--- src/rtl/modbus_uart_rx.sv ---
// Asynchronous serial receiver (1 start, 8 data LSB first, optional parity, 1 stop) that
// feeds the MODBUS slave endpoint with one ready or rxerr strobe per character.
module modbus_uart_rx #(
   parameter int unsigned CLKS_PER_BIT = 104,
   parameter int unsigned PARITY       = 2
) (
   input  logic       clk,
   input  logic       reset,
   input  logic       rx,
   output logic [7:0] data,
   output logic       ready,
   output logic       rxerr,
   output logic       busy
);

   localparam int unsigned CW = $clog2(CLKS_PER_BIT) + 1;
   localparam logic [CW-1:0] CNT_HALF = CW'(CLKS_PER_BIT / 2 - 1);
   localparam logic [CW-1:0] CNT_FULL = CW'(CLKS_PER_BIT - 1);

   typedef enum logic [2:0] {
      StIdle,
      StStart,
      StData,
      StParity,
      StStop
   } state_e;

   state_e state_q, state_d;

   logic          sync1_q;
   logic          rxs;
   logic          rxs_prev_q;
   logic [CW-1:0] cnt_q, cnt_d;
   logic [7:0]    shift_q, shift_d;
   logic [2:0]    bit_q, bit_d;
   logic          par_q, par_d;
   logic          perr_q, perr_d;
   logic [7:0]    data_q, data_d;
   logic          ready_q, ready_d;
   logic          rxerr_q, rxerr_d;
   logic          sample;

   // Synchroniser and edge-detect history all reset to the idle (high) line level.
   always_ff @(posedge clk or posedge reset) begin
      if (reset) begin
         sync1_q    <= 1'b1;
         rxs        <= 1'b1;
         rxs_prev_q <= 1'b1;
      end else begin
         sync1_q    <= rx;
         rxs        <= sync1_q;
         rxs_prev_q <= rxs;
      end
   end

   assign sample = (cnt_q == '0);

   always_comb begin
      state_d = state_q;
      cnt_d   = cnt_q;
      shift_d = shift_q;
      bit_d   = bit_q;
      par_d   = par_q;
      perr_d  = perr_q;
      data_d  = data_q;
      ready_d = 1'b0;
      rxerr_d = 1'b0;

      if (state_q != StIdle) begin
         cnt_d = sample ? CNT_FULL : cnt_q - CW'(1);
      end

      unique case (state_q)
         StIdle: begin
            if (rxs_prev_q && !rxs) begin
               cnt_d   = CNT_HALF;
               state_d = StStart;
            end
         end
         StStart: begin
            if (sample) begin
               if (rxs) begin
                  state_d = StIdle;
               end else begin
                  bit_d   = 3'd0;
                  par_d   = 1'b0;
                  perr_d  = 1'b0;
                  state_d = StData;
               end
            end
         end
         StData: begin
            if (sample) begin
               shift_d = {rxs, shift_q[7:1]};
               par_d   = par_q ^ rxs;
               bit_d   = bit_q + 3'd1;
               if (bit_q == 3'd7) begin
                  state_d = (PARITY != 0) ? StParity : StStop;
               end
            end
         end
         StParity: begin
            if (sample) begin
               // par_q ^ rxs is 1 when the total count of ones is odd.
               perr_d  = (PARITY == 2) ? (par_q ^ rxs) : ~(par_q ^ rxs);
               state_d = StStop;
            end
         end
         StStop: begin
            if (sample) begin
               if (rxs && !perr_q) begin
                  data_d  = shift_q;
                  ready_d = 1'b1;
               end else begin
                  rxerr_d = 1'b1;
               end
               state_d = StIdle;
            end
         end
         default: state_d = StIdle;
      endcase
   end

   always_ff @(posedge clk or posedge reset) begin
      if (reset) begin
         state_q <= StIdle;
         cnt_q   <= '0;
         shift_q <= 8'h00;
         bit_q   <= 3'd0;
         par_q   <= 1'b0;
         perr_q  <= 1'b0;
         data_q  <= 8'h00;
         ready_q <= 1'b0;
         rxerr_q <= 1'b0;
      end else begin
         state_q <= state_d;
         cnt_q   <= cnt_d;
         shift_q <= shift_d;
         bit_q   <= bit_d;
         par_q   <= par_d;
         perr_q  <= perr_d;
         data_q  <= data_d;
         ready_q <= ready_d;
         rxerr_q <= rxerr_d;
      end
   end

   assign data  = data_q;
   assign ready = ready_q;
   assign rxerr = rxerr_q;
   assign busy  = (state_q != StIdle);

endmodule
--- config.mk ---
export PLATFORM = sky130hd
export DESIGN_NAME = modbus_uart_rx
export DESIGN_NICKNAME = d
export VERILOG_FILES = /design/src/rtl/modbus_uart_rx.sv
export SDC_FILE = /design/constraint.sdc
export NUM_CORES = 1
export LEC_CHECK = 0
export ABC_AREA = 1
export CAP_MARGIN = 10
export CORE_AREA = 2 2 60 62
export DETAILED_ROUTE_END_ITERATION = 7
export DIE_AREA = 0 0 62 64
export GPL_ROUTABILITY_DRIVEN = 0
export PLACE_DENSITY = 0.86
export SETUP_SLACK_MARGIN = 0.5
export SLEW_MARGIN = 10
export SYNTH_ARGS = -nofsm -noshare
export SYNTH_HDL_FRONTEND = slang
export SYNTH_SLANG_ARGS = --single-unit
--- constraint.sdc ---
create_clock -name clk -period 2.45 [get_ports clk]
set_input_delay 0.49 -clock clk [delete_from_list [all_inputs] [get_ports clk]]
set_output_delay 0.49 -clock clk [all_outputs]
set_load 0.02 [all_outputs]
==> impl_results.html <==
<table>
<tr><th>Metric</th><th>Value</th></tr>
<tr><th colspan="2">Floorplanning</th></tr>
<tr><td>I/O pin cnt</td><td>14</td></tr>
<tr><td>Number of placement rows</td><td>21</td></tr>
<tr><td>Vertical die dimension</td><td>between 60 and 70 um</td></tr>
<tr><td>Core Area</td><td>roughly 3300 um2</td></tr>
<tr><td>Die footprint</td><td>3970 um2</td></tr>
<tr><td>Die Span X</td><td>62 um</td></tr>
<tr><td>Starting Density</td><td>54.3%</td></tr>
<tr><th colspan="2">STA</th></tr>
<tr><td>Setup repair after global routing missed its margin</td><td>no</td></tr>
<tr><td>Fraction of the cycle the final worst path needs</td><td>76.2%</td></tr>
<tr><td>Total Negative Setup Slacks</td><td>0 ns</td></tr>
<tr><td>Minimum clock period</td><td>1.87 ns</td></tr>
<tr><td>Headroom to the max-slew limit</td><td>69.8%</td></tr>
<tr><td>Final count of hold timing violations</td><td>0</td></tr>
<tr><td>Final max-slew violation count</td><td>0</td></tr>
<tr><td>Slew of the pin with the lowest slew margin</td><td>0.454 ns</td></tr>
<tr><td>Maximum clock frequency</td><td>approximately 540 MHz</td></tr>
<tr><td>Setup skew after layout</td><td>0.00753 ns</td></tr>
<tr><td>Count of final setup violators</td><td>0</td></tr>
<tr><th colspan="2">Clocking</th></tr>
<tr><td>CTS HTree Levels</td><td>2</td></tr>
<tr><td>Hold-fix buffer count after cts</td><td>0</td></tr>
<tr><td>Source-to-sink clock delay at the later pin of the worst-skew pair</td><td>0.34 ns</td></tr>
<tr><td>TritonCTS clock tree</td><td>built</td></tr>
<tr><td>Clock buffers created by TritonCTS</td><td>5</td></tr>
<tr><td>Longest Clk Path Bufs</td><td>2</td></tr>
<tr><td>Number of sinks on the clock net</td><td>37</td></tr>
<tr><td>Worst-path clk slew</td><td>0.11 ns</td></tr>
<tr><td>Clock tree root buffer cell</td><td>sky130_fd_sc_hd__clkbuf_4</td></tr>
<tr><th colspan="2">Final layout</th></tr>
<tr><td>Seq. cell area</td><td>932 um2</td></tr>
<tr><td>Layout cells sized above 1</td><td>between 10% and 20%</td></tr>
<tr><td>Post-route design area</td><td>2030 um2</td></tr>
<tr><td>Net count of the finished layout</td><td>between 200 and 250</td></tr>
<tr><td>Non-Filler Instances</td><td>between 200 and 300</td></tr>
<tr><td>Area added between synthesis and finish</td><td>13.8%</td></tr>
<tr><td>Count of antenna diodes in the layout</td><td>0</td></tr>
<tr><td>Top library cells by usage in the layout, fill and taps aside</td><td>sky130_fd_sc_hd__nand2_1 (48), sky130_fd_sc_hd__dfrtp_1 (32), sky130_fd_sc_hd__inv_1 (27)</td></tr>
<tr><td>Area occupied by multi-input gates</td><td>just over 700 um2</td></tr>
<tr><td>Most common library cell in the layout ignoring fill and taps</td><td>sky130_fd_sc_hd__nand2_1</td></tr>
<tr><td>Fill cell total of the finished layout</td><td>278</td></tr>
<tr><th colspan="2">Placed design</th></tr>
<tr><td>Number of placed instances with taps included</td><td>250</td></tr>
<tr><td>Post-DP HPWL</td><td>2120 um</td></tr>
<tr><td>Post-place instance area</td><td>1940 um2</td></tr>
<tr><td># port buffers</td><td>13</td></tr>
<tr><th colspan="2">Synth</th></tr>
<tr><td>Summed instance area of the synthesized netlist</td><td>1780 um2</td></tr>
<tr><td>Avg Synthesized Cell Area</td><td>a little over 9 um2</td></tr>
<tr><td>Part of the Yosys area used for sequential elements</td><td>52.1%</td></tr>
<tr><td>Post-synth net total</td><td>202</td></tr>
<tr><td>Mapped Cells</td><td>195</td></tr>
<tr><td>Count of synthesis-stage warnings from yosys</td><td>0</td></tr>
<tr><td>Number of storage elements in the synthesis netlist</td><td>37</td></tr>
<tr><td>Unique masters post-synth</td><td>27</td></tr>
<tr><th colspan="2">Route</th></tr>
<tr><td>Number of DRC markers after the initial detailed-route iteration</td><td>107</td></tr>
<tr><td>Aggregate routed wire length</td><td>about 3000 um</td></tr>
<tr><td>Via count of the routed design</td><td>1285</td></tr>
<tr><td>Routed wire length per instance</td><td>11.7 um</td></tr>
<tr><td>Post-route DRC</td><td>0</td></tr>
<tr><td>Detailed-route vias per instance</td><td>between 4 and 5</td></tr>
<tr><td>Number of optimization iterations in the first detailed-route pass</td><td>4</td></tr>
<tr><td>Remaining antenna violation count after routing</td><td>0</td></tr>
<tr><th colspan="2">Power and ir drop</th></tr>
<tr><td>Leakage power summed over all cells</td><td>0.960 nW</td></tr>
<tr><td>Largest voltage drop on the vdd net</td><td>0.000534 V</td></tr>
<tr><td>Cell area power density</td><td>roughly 880 nW/um2</td></tr>
<tr><th colspan="2">Setup path</th></tr>
<tr><td>Category of cells accounting for the largest share of critical-path delay</td><td>flip-flops</td></tr>
<tr><td>Worst-path cell with the longest stage delay</td><td>sky130_fd_sc_hd__dfrtp_1</td></tr>
<tr><td>Setup slack, reg-to-reg</td><td>0.73 ns</td></tr>
<tr><td>Critical path peak fanout</td><td>13</td></tr>
<tr><td>Type of the worst setup path</td><td>register to primary output</td></tr>
<tr><td>Worst endpoint data arrival time</td><td>1.38 ns</td></tr>
<tr><td>Required time of the worst setup path</td><td>~2 ns</td></tr>
<tr><td>Setup crit end kind</td><td>primary output</td></tr>
<tr><td>Depth of the worst register-to-register path</td><td>7</td></tr>
<tr><td>Crit path largest cell delay</td><td>0.45 ns</td></tr>
<tr><td>Sequence of cells on the critical path</td><td>nor2_4 &gt; nand2_4 &gt; clkdlybuf4s15_2</td></tr>
<tr><td>Type of origin of the critical path</td><td>register</td></tr>
<tr><td>Count of cell instances traversed by the critical path</td><td>3</td></tr>
<tr><td>Buffer and inverter count on the worst path</td><td>1</td></tr>
<tr><th colspan="2">Hold path</th></tr>
<tr><td>Classification of the worst-slack hold path</td><td>register to register</td></tr>
<tr><td>Number of instances on the worst hold path</td><td>0</td></tr>
<tr><th colspan="2">Run status</th></tr>
<tr><td>Outcome</td><td>completed</td></tr>
<tr><th colspan="2">GRT</th></tr>
<tr><td>Largest net degree at the start of global routing</td><td>38</td></tr>
<tr><td>Total track usage</td><td>18.6%</td></tr>
<tr><td>Vias in the first global route</td><td>1321</td></tr>
<tr><td>Number of antenna violations at the first check in global routing</td><td>0</td></tr>
<tr><td>Global-route wire length before repair</td><td>5460 um</td></tr>
<tr><td>Overflow left after global routing</td><td>0</td></tr>
<tr><th colspan="2">Run</th></tr>
<tr><td>Max-cap check violation count</td><td>0</td></tr>
</table>
==> synth_stat cells (all sizes together) <==
cell type	n	share of area, %
o22ai	1	0.35
nand3	13	4.6
nor3	3	1.5
nand4	2	0.70
a22oi	1	0.42
dfstp	3	4.4
o21ai	25	9.1
nand3b	1	0.42
nor2	16	5.3
xor2	5	2.5
inv	28	5.9
ha	4	2.8
nand2	53	12
o211ai	1	0.42
dfrtp	34	48
buf	5	2.1
==> per-stage QoR <==
step	total power, mW	utilization [%]	hold slack (ns)	setup WS [ns]
2_1_floorplan	1.33	-	0.345	1.08
3_3_place_gp	1.42	59.1	0.346	0.513
3_5_place_dp	1.44	59.1	0.350	0.468
4_1_cts	1.76	60.9	0.375	0.539
5_1_grt	1.94	61.8	0.378	0.518
6_report	1.80	61.8	0.374	0.583
==> layer usage <==
layer,track usage [%],vias up,routed length [um]
li1,-,657,-
met3,4.25,7,77
met1,22.7,609,1400
met4,9.04,0,63
met5,0,-,0
met2,30.2,12,1540
==> cell families (layout without fill, tap and decap cells) <==
logic type      Yosys count  after routing  share of synthesized area (%)
compound gates           28             28                           10.3
xor+xnor                  5              5                           2.45
fa+ha+maj                 4              4                           2.81
buf+inv                  33             54                           7.99
flops                    37             37                           52.1
simple gates             88             88                           24.3
==> worst paths after layout <==
check,start,end
max,state_q[2],busy
min reg2reg,sync1_q,rxs
max reg2reg,cnt_q[0],shift_q[7]
max in group asynchronous,reset,rxs
min in group asynchronous,reset,data[0]
min,sync1_q,rxs
==> power by group <==
part,internal (mW),total [mW],switching (mW)
clock network,0.112,0.309,0.197
logic,0.253,0.664,0.410
registers,0.713,0.823,0.109
==> final cells by class <==
type | instances | area share [%]
Clock buffer | 7 | 2.22
Sequential cell | 37 | 45.9
Tap cell | 46 | 2.83
Multi-Input combinational cell | 125 | 35.3
Timing Repair Buffer | 18 | 8.32
Clock inverter | 1 | 0.246
Inverter | 28 | 5.18
==> state kept, by name, summed over array words and instances, names as in the netlist, 3 cells and up <==
signal	flops
state_q	3
cnt_q	8
bit_q	3
data	8
shift_q	8
==> repair_timing <==
action,4_1_cts,5_1_grt
hold endpoints to repair,0,0
endpoints found under the setup margin,1,1
gates resized for setup,6,0
setup buffers,0,4
pin swaps,0,1
(Power assumes the default switching activity.)
